## src/rtl/exe_issue_controller.sv

```systemverilog
// exe_issue_controller: instruction queue feeding a single ALU, with branch flush,
// write-back sequencing and a sticky ALU-timeout flag.
module exe_issue_controller #(
   parameter int WIDTH      = 32,
   parameter int CHANNELS   = 3,
   parameter int ADDR_WIDTH = 16,
   parameter int OP_WIDTH   = 6,
   parameter int DEPTH      = 4,
   parameter int TIMEOUT    = 255,
   parameter int NOP_OP     = 0
) (
   input  logic                          clk,
   input  logic                          rst_n,
   input  logic                          iDecodeValid,
   output logic                          oDecodeReady,
   input  logic [OP_WIDTH-1:0]           iOperation,
   input  logic [WIDTH*CHANNELS-1:0]     iSource0,
   input  logic [WIDTH*CHANNELS-1:0]     iSource1,
   input  logic [ADDR_WIDTH-1:0]         iDestination,
   output logic [OP_WIDTH-1:0]           oALUOperation,
   output logic [WIDTH*CHANNELS-1:0]     oALUSource0,
   output logic [WIDTH*CHANNELS-1:0]     oALUSource1,
   output logic                          oTriggerALU,
   input  logic                          iALUOutputReady,
   input  logic [WIDTH*CHANNELS-1:0]     iALUResult,
   input  logic                          iBranchTaken,
   input  logic                          iBranchNotTaken,
   output logic                          oRAMWriteEnable,
   output logic [ADDR_WIDTH-1:0]         oRAMWriteAddress,
   output logic [WIDTH*CHANNELS-1:0]     oRAMWriteData,
   output logic                          oJumpFlag,
   output logic [ADDR_WIDTH-1:0]         oJumpIp,
   output logic                          oBusy,
   output logic [ADDR_WIDTH-1:0]         oLastDestination,
   output logic [$clog2(DEPTH):0]        oQueueCount,
   output logic                          oTimeout
);
   localparam int RW = WIDTH * CHANNELS;
   localparam int AW = $clog2(DEPTH);
   localparam int CW = AW + 1;
   localparam int WW = $clog2(TIMEOUT + 1);
   localparam logic [WW-1:0] TMO = WW'(TIMEOUT);
   localparam logic [OP_WIDTH-1:0] NOP = OP_WIDTH'(NOP_OP);

   typedef enum logic [1:0] {IDLE, WAIT_ALU, WRITEBACK} state_t;

   logic [OP_WIDTH-1:0]   op_mem  [DEPTH];
   logic [RW-1:0]         s0_mem  [DEPTH];
   logic [RW-1:0]         s1_mem  [DEPTH];
   logic [ADDR_WIDTH-1:0] dst_mem [DEPTH];

   state_t                state_q, state_d;
   logic [CW-1:0]         cnt_q, cnt_d;
   logic [AW-1:0]         wr_q, wr_d, rd_q, rd_d;
   logic                  ready_q;
   logic [WW-1:0]         wait_q, wait_d, wait_inc;
   logic                  tmo_q, tmo_d;
   logic                  trig_q, jump_q;
   logic [ADDR_WIDTH-1:0] jip_q, waddr_q, ex_dst_q;
   logic [RW-1:0]         wdata_q, ex_s0_q, ex_s1_q;
   logic [OP_WIDTH-1:0]   ex_op_q;
   logic                  push, pop, flush;

   assign push     = iDecodeValid & ready_q;
   assign wait_inc = wait_q + WW'(1);

   always_comb begin
      state_d = state_q;
      wait_d  = wait_q;
      tmo_d   = tmo_q;
      pop     = 1'b0;
      flush   = 1'b0;
      case (state_q)
         IDLE: if (cnt_q != '0) begin
            pop     = 1'b1;
            wait_d  = '0;
            state_d = WAIT_ALU;
         end
         WAIT_ALU: if (iALUOutputReady) begin
            flush   = iBranchTaken;
            state_d = (!iBranchTaken && !iBranchNotTaken && ex_op_q != NOP) ? WRITEBACK : IDLE;
         end else if (wait_inc == TMO) begin
            tmo_d   = 1'b1;
            state_d = IDLE;
         end else begin
            wait_d  = wait_inc;
         end
         default: state_d = IDLE;
      endcase
   end

   // A taken branch empties the queue and drops any push arriving in the same cycle.
   assign cnt_d = flush ? '0 : cnt_q + CW'(push) - CW'(pop);
   assign wr_d  = flush ? '0 : wr_q + AW'(push);
   assign rd_d  = flush ? '0 : rd_q + AW'(pop);

   always_ff @(posedge clk)
      if (push && !flush) begin
         op_mem[wr_q]  <= iOperation;
         s0_mem[wr_q]  <= iSource0;
         s1_mem[wr_q]  <= iSource1;
         dst_mem[wr_q] <= iDestination;
      end

   always_ff @(posedge clk or negedge rst_n)
      if (!rst_n) begin
         state_q  <= IDLE;
         cnt_q    <= '0;
         wr_q     <= '0;
         rd_q     <= '0;
         ready_q  <= 1'b0;
         wait_q   <= '0;
         tmo_q    <= 1'b0;
         trig_q   <= 1'b0;
         jump_q   <= 1'b0;
         jip_q    <= '0;
         waddr_q  <= '0;
         wdata_q  <= '0;
         ex_op_q  <= '0;
         ex_s0_q  <= '0;
         ex_s1_q  <= '0;
         ex_dst_q <= '0;
      end else begin
         state_q <= state_d;
         cnt_q   <= cnt_d;
         wr_q    <= wr_d;
         rd_q    <= rd_d;
         ready_q <= cnt_d < CW'(DEPTH);
         wait_q  <= wait_d;
         tmo_q   <= tmo_d;
         trig_q  <= pop;
         jump_q  <= flush;
         if (flush) jip_q <= ex_dst_q;
         if (state_d == WRITEBACK) begin
            waddr_q <= ex_dst_q;
            wdata_q <= iALUResult;
         end
         if (pop) begin
            ex_op_q  <= op_mem[rd_q];
            ex_s0_q  <= s0_mem[rd_q];
            ex_s1_q  <= s1_mem[rd_q];
            ex_dst_q <= dst_mem[rd_q];
         end
      end

   assign oDecodeReady     = ready_q;
   assign oALUOperation    = ex_op_q;
   assign oALUSource0      = ex_s0_q;
   assign oALUSource1      = ex_s1_q;
   assign oLastDestination = ex_dst_q;
   assign oTriggerALU      = trig_q;
   assign oRAMWriteEnable  = state_q == WRITEBACK;
   assign oRAMWriteAddress = waddr_q;
   assign oRAMWriteData    = wdata_q;
   assign oJumpFlag        = jump_q;
   assign oJumpIp          = jip_q;
   assign oBusy            = (state_q != IDLE) | (cnt_q != '0);
   assign oQueueCount      = cnt_q;
   assign oTimeout         = tmo_q;
endmodule

```

## config.mk

```make
export PLATFORM = sky130hd
export DESIGN_NAME = exe_issue_controller
export DESIGN_NICKNAME = d
export VERILOG_FILES = /design/src/rtl/exe_issue_controller.sv
export SDC_FILE = /design/constraint.sdc
export NUM_CORES = 1
export LEC_CHECK = 0
export ABC_AREA = 0
export CAP_MARGIN = 20
export CORE_ASPECT_RATIO = 1.2
export CORE_MARGIN = 4
export CORE_UTILIZATION = 49
export DETAILED_ROUTE_END_ITERATION = 7
export PLACE_DENSITY_LB_ADDON = 0.05
export SYNTH_ARGS = -nofsm -noshare
export SYNTH_HDL_FRONTEND = slang
export SYNTH_SLANG_ARGS = --single-unit
```

## constraint.sdc

```tcl
create_clock -name clk -period 23 [get_ports clk]
set_input_delay 2.3 -clock clk [delete_from_list [all_inputs] [get_ports clk]]
set_output_delay 2.3 -clock clk [all_outputs]
set_load 0.1 [all_outputs]
```

==> flow_summary.json <==
{
  "post_cts_buffers": 0,
  "hold_ws_ns": 0.4603,
  "seq_area_frac_synth_pct": 78.18,
  "hp-class": "reg2reg",
  "crit_top_cell": "buf_4",
  "yosys.area.top_type_share_pct": 57.76,
  "start_util_pct": 49.65,
  "hold_path.startpoint": "oTimeout",
  "async_flop_share_pct": 29.78,
  "worstRegToRegCells": 8,
  "drive_above_1_share_pct": 13.97,
  "die_w_um": 283.1,
  "cts_made_buffers": 115,
  "core_area_um2": 89640,
  "path_buf_inv": 5,
  "post_drt_wl_per_cell_um": 25.15,
  "drt_iter0_drc": 1576,
  "grt_overflow": 0,
  "wl_mm": 111.2,
  "ant_nets": 0,
  "tns_ns": 0,
  "synth.avg_cell_area_um2": 18.26,
  "fin_util_pct": 63.02,
  "gp_congestion": 0.8468,
  "ys_types": 36,
  "vias": 23660,
  "netlist_area_um2": 44500,
  "ys_warn_count": 0,
  "r2r-start": "state_q[0]",
  "cp_slowest_cell": "buf_4",
  "crit_family": "buffers and inverters",
  "cp_max_fo": 68,
  "cts_hold_buf": 0,
  "setup_viol": 0,
  "nNetsFinal": 3465,
  "drc": 0,
  "ys_top_cells_by_count": "856 x edfxtp_1, 699 x nand2_1, 363 x dfrtp_1, 214 x mux4_2, 112 x mux2_1",
  "first_global_vias": 25080,
  "critPathKind": "in2reg",
  "clkSinkCount": 1219,
  "dr.pass1.iters": 7,
  "clock_latency_ns": 0.67,
  "antenna_found_initial": 33,
  "die_y_um": 338.1,
  "hold_end": "oTimeout",
  "crit_required_ns": 23.28,
  "setup_ws_ns": 16.96,
  "grt_pass1_wl_mm": 166.5,
  "cp-start-kind": "input pin",
  "crit_start": "iBranchTaken",
  "grt_setup_unrepaired": "no",
  "ys_ff_latch": 1219,
  "cap_viol_max_count": 0,
  "tritoncts": "done",
  "area_delta_synth_final_pct": 26.93,
  "tightest_slew_ns": 1.157,
  "via_per_inst": 5.351,
  "synth_top_area_cell": "edfxtp_1",
  "hold_viol": 0,
  "cp-end-kind": "register",
  "fp-row-count": 120,
  "cts_root_buffer": "clkbuf_16",
  "num_io_pins": 667,
  "cp_cell_sequence": "clkdlybuf4s50_1, nand3_1, buf_4, inv_1, nor2_1, and3_4, buf_4, buf_4",
  "slowest_delay_ns": 0.90,
  "fmax_mhz": 165.5,
  "cts_max_path_buffers": 3,
  "rrSetupSlack_ns": 18.51,
  "outcome": "completed",
  "hold_depth": 1,
  "synth.area.top_cells": "edfxtp_1 58%, dfrtp_1 20%, mux4_2 11%",
  "dp_hpwl_mm": 71.36,
  "preCtsSetupSlack_ns": 16.18,
  "track_usage_pct": 23.11,
  "clock_skew_ns": 0.01922,
  "ctsResizeCount": 0,
  "path_clk_slew_ns": 0.06,
  "relSlewSlack_pct": 22.65,
  "arrival_ns": 6.32,
  "finalCritPeriodShare_pct": 26.26,
  "grt_max_degree": 145,
  "die_area_um2": 95720,
  "port_buffers": 666,
  "rr_endpoint": "s1_mem[3][61]",
  "synth_most_common_cell": "edfxtp_1",
  "synth_fp_nets": 2760,
  "synthCells": 2437,
  "finalMaxSlewViolations": 0,
  "synth_edf_count": 856,
  "synthFlopType": "edfxtp_1",
  "cts.htree.levels": 3,
  "final.min_clock_period_ns": 6.041
}
## cells by family (layout without fill, tap and decap cells)
kind of cell	Yosys count	count (layout)	share of synthesized area, %
flops	1219	1219	78.18
simple gates	737	737	6.368
mux	326	326	13.66
buf+inv	124	929	1.142
compound gates	16	16	0.2784
xor+xnor	8	8	0.1575
fa+ha+maj	7	7	0.2137
other cells	0	21	0
## registers in the layout, summed over array words and instances, names as in the netlist
signal and cells:
oALUSource0 96, oTimeout 1, oLastDestination 16, wait_q 8, oQueueCount 3, dst_mem 64, oALUSource1 96, s1_mem 384
rd_q 2, s0_mem 384, oALUOperation 6, wr_q 2, oRAMWriteData 96, oRAMWriteAddress 16, oDecodeReady 1, oJumpIp 16
op_mem 24, state_q 2, oJumpFlag 1, oTriggerALU 1
## per-layer routing
| layer | GRT usage, % | wire [um] | vias up |
|---|---|---|---|
| met2 | 40.38 | 58160 | 762 |
| met5 | 0 | 160 | - |
| met3 | 6.602 | 8365 | 158 |
| met4 | 5.390 | 2339 | 24 |
| met1 | 28.86 | 42170 | 12240 |
| li1 | - | - | 10480 |
## per-stage QoR
step	instance area [um2]	instances
2_1_floorplan	44510	2437
3_3_place_gp	52490	4183
3_5_place_dp	52490	4183
4_1_cts	56400	4400
5_1_grt	56440	4406
6_report	56480	4422
## worst max path at each step
stage,to,slack [ns],cells past startpoint
6_report,s1_mem[3][61],16.96,8
3_3_place_gp,s1_mem[3][78],16.14,8
5_1_grt,s1_mem[3][61],16.73,8
2_1_floorplan,dst_mem[0][0],8.04,2
3_5_place_dp,s1_mem[3][74],16.18,8
4_1_cts,s1_mem[3][73],16.90,8
## cell usage in the layout (no fill, tap or decap), types with 21 or more instances in the layout
| master | netlist | layout |
|---|---|---|
| buf_4 | 0 | 39 |
| clkbuf_1 | 61 | 31 |
| clkbuf_16 | 0 | 119 |
| clkdlybuf4s50_1 | 0 | 658 |
| mux4_2 | 214 | 214 |
| mux2_1 | 112 | 112 |
| clkinv_2 | 0 | 23 |
| nand2_1 | 699 | 699 |
| edfxtp_1 | 856 | 856 |
| dfrtp_1 | 363 | 361 |
| diode_2 | 0 | 21 |
## worst register-to-register path, stage by stage, from the launching register on
cell,delay (ns)
dfrtp_1,0.39
nor2b_1,0.16
nand3_1,0.08
buf_4,0.27
inv_1,0.47
nor2_1,0.29
and3_4,0.66
buf_4,0.74
buf_4,0.93
## cell type report
class | count | area, um2
multi-input cells | 1094 | 9260
repair buffers | 701 | 6962
well taps | 1159 | 1450
diodes | 21 | 52.55
clock buffers | 167 | 3328
flip-flops and latches | 1219 | 34800
clock inverters | 50 | 586.8
fillers | 6432 | 33150
inverters | 11 | 48.80
Power is left out: the tool's default activity adds up to more than one toggle a clock period on the data nets, which glitch-free logic cannot reach.
==> RTL edit, RTL diff (same settings) <==
Change the parameter `OP_WIDTH` from 6 to 8.
--- a/src/rtl/exe_issue_controller.sv
+++ b/src/rtl/exe_issue_controller.sv
@@ -6,3 +6,3 @@
    parameter int ADDR_WIDTH = 16,
-   parameter int OP_WIDTH   = 6,
+   parameter int OP_WIDTH   = 8,
    parameter int DEPTH      = 4,
Ports: changed (resized iOperation and oALUOperation); port bits go from 667 to 671. No check against the original RTL was run, so the function may have changed too.
==> RTL edit against the unedited design <==
Sequential share of layout area fell by 0.22 points. Setup slack improved by 520 ps. Synthesized area rose by 1.1%. Sequential cell count rose by 10. Critical path depth rose by 1. Design area rose by 1.2%. Register-to-register slack improved by 480 ps. Fmax rose by 9.4%. Routed wire length rose by 2.4%. Synthesized cell count rose by 1.0%. Final cell count rose by 1.0%.
Power is left out: the tool's default activity adds up to more than one toggle a clock period on the data nets, which glitch-free logic cannot reach.
==> RTL edit: results (changes against the unedited design) <==
Setup path
  • Worst endpoint data arrival time: 5830 ps (-490 ps)
  • Largest driver fanout on the critical path: 61 (-10%)
  • Largest stage delay, worst path: 860 ps (-40 ps)
  • Crit-path leading delay family: buffers and inverters
  • Slowest cell on crit path: buf_4

Status
  • Status: completed

Cells and area
  • Nets@finish: 3502 (+1.1%)
  • Top Registers: s0_mem x384, s1_mem x384
  • Layout filler cell count: 6500 (+1.1%)
  • Share of cells above drive strength 1: 14.3% (+0.31 points)
  • Final Util: 62.9% (-0.087 points)

Route
  • Post-detailed-route wirelength per cell: 25.5 um (+1.4%)
  • Drt initial violations: 1487 (-5.6%)
  • Drt total wl: 114000 um (+2.4%)
  • M1 WL: 45500 um (+7.8%)
  • Met2 WL post-DR: 57400 um (-1.3%)
  • WL met3: 8280 um (-1.0%)
  • Avg Vias per Cell: 5.38 (+0.60%)
  • Drt first pass iters: 5 (-2)

Global routing
  • Met2 GRT Util: 39.3% (-1.1 points)
  • Met1 usage in global routing: 30.6% (+1.7 points)
  • Largest net degree at the start of global routing: 177 (+22%)
  • Vias in the first global route: 25100 (+0.15%)
  • GRT Overall Usage: 23.4% (+0.29 points)
  • First-pass GRT wire length: 169000 um (+1.4%)
  • Met3 Track Usage GR: 6.25% (-0.35 points)
  • Initial antenna violation count: 32 (-3.0%)

STA
  • Slew @ Worst Pin: 1160 ps (+7.96 ps)
  • Final Skew: 16.7 ps (-2.52 ps)

Synthesis
  • Unique cell type count in the Yosys netlist: 45 (+25%)
  • Ys async rst share: 29.7% (-0.080 points)
  • Top post-synthesis cells by count: edfxtp_1 (864), nand2_1 (709), dfrtp_1 (365)
  • Sequential fraction of the synthesis area: 78.0% (-0.18 points)
  • Syn Nets: 2787 (+0.98%)
  • Cells after Synth: 2462 (+1.0%)
  • Post-synth EDFFs: 864 (+0.93%)
  • Largest cells by area after synthesis: edfxtp_1 (58%), dfrtp_1 (20%), mux4_2 (11%), nand2_1 (5.9%), mux2_1 (2.8%)

Placement
  • Placed Cells: 4223 (+0.96%)
  • Final GP Congestion: 0.858 (+1.3%)
  • Post-detail-place hpwl: 72800 um (+2.0%)
  • Worst slack, placed: 16710 ps (+534 ps)
  • Placed inst area: 53100 sq um (+1.1%)
  • I/O Buffers: 670 (+0.60%)

Clock tree
  • CTS Buf Count: 119 (+3.5%)

Worst hold path
  • Min-delay src: oALUSource0[47]
==> RTL edit: cell types whose count changed in the layout (fill, tap and decap cells not counted), sizes merged, moves of 3 or more <==
cell           delta
bufinv            +3
edfxtp            +8
clkbuf            -9
clkinvlp          -5
clkdlybuf4s50     +6
diode             -5
a21o              -3
nand2            +11
clkinv           +18
xnor2             -3
==> RTL edit: worst reg2reg max path, cell delays in order (launching register included) <==
cell and delay (ps):
dfrtp_1 390, nor2b_1 210, nand3_1 120, buf_4 270
inv_1 100, nor2_1 190, nand2_1 120, nor2_4 660
buf_4 870, buf_4 690
==> RTL edit: path summary, 6_finish.rpt <==
kind	endpoint	slack, ps	depth (start not counted)
max in group asynchronous	oRAMWriteData[36]	18470	4
worst min register to register	oALUSource0[47]	470	2
worst min-delay path	oALUSource0[47]	470	2
min in group asynchronous	oRAMWriteData[51]	1640	1
worst max register to register	dst_mem[1][5]	18990	9
worst max-delay path	dst_mem[1][5]	17480	9
==> RTL edit: cell families after synthesis <==
| group | synth area share, % |
|---|---|
| compound gates | 0.392 |
| xor+xnor | 0.117 |
| fa+ha+maj | 0.211 |
| buf+inv | 1.27 |
| flops | 78.0 |
| mux | 13.6 |
| simple gates | 6.39 |
==> RTL edit: cell type report <==
| class | instances | area share [%] |
|---|---|---|
| Multi-Input combinational cell | 1109 | 16.4 |
| Inverter | 10 | 0.0788 |
| Clock inverter | 69 | 1.30 |
| Sequential cell | 1229 | 61.4 |
| Timing Repair Buffer | 708 | 12.5 |
| Tap cell | 1168 | 2.56 |
| Antenna cell | 16 | 0.0700 |
| Clock buffer | 158 | 5.75 |
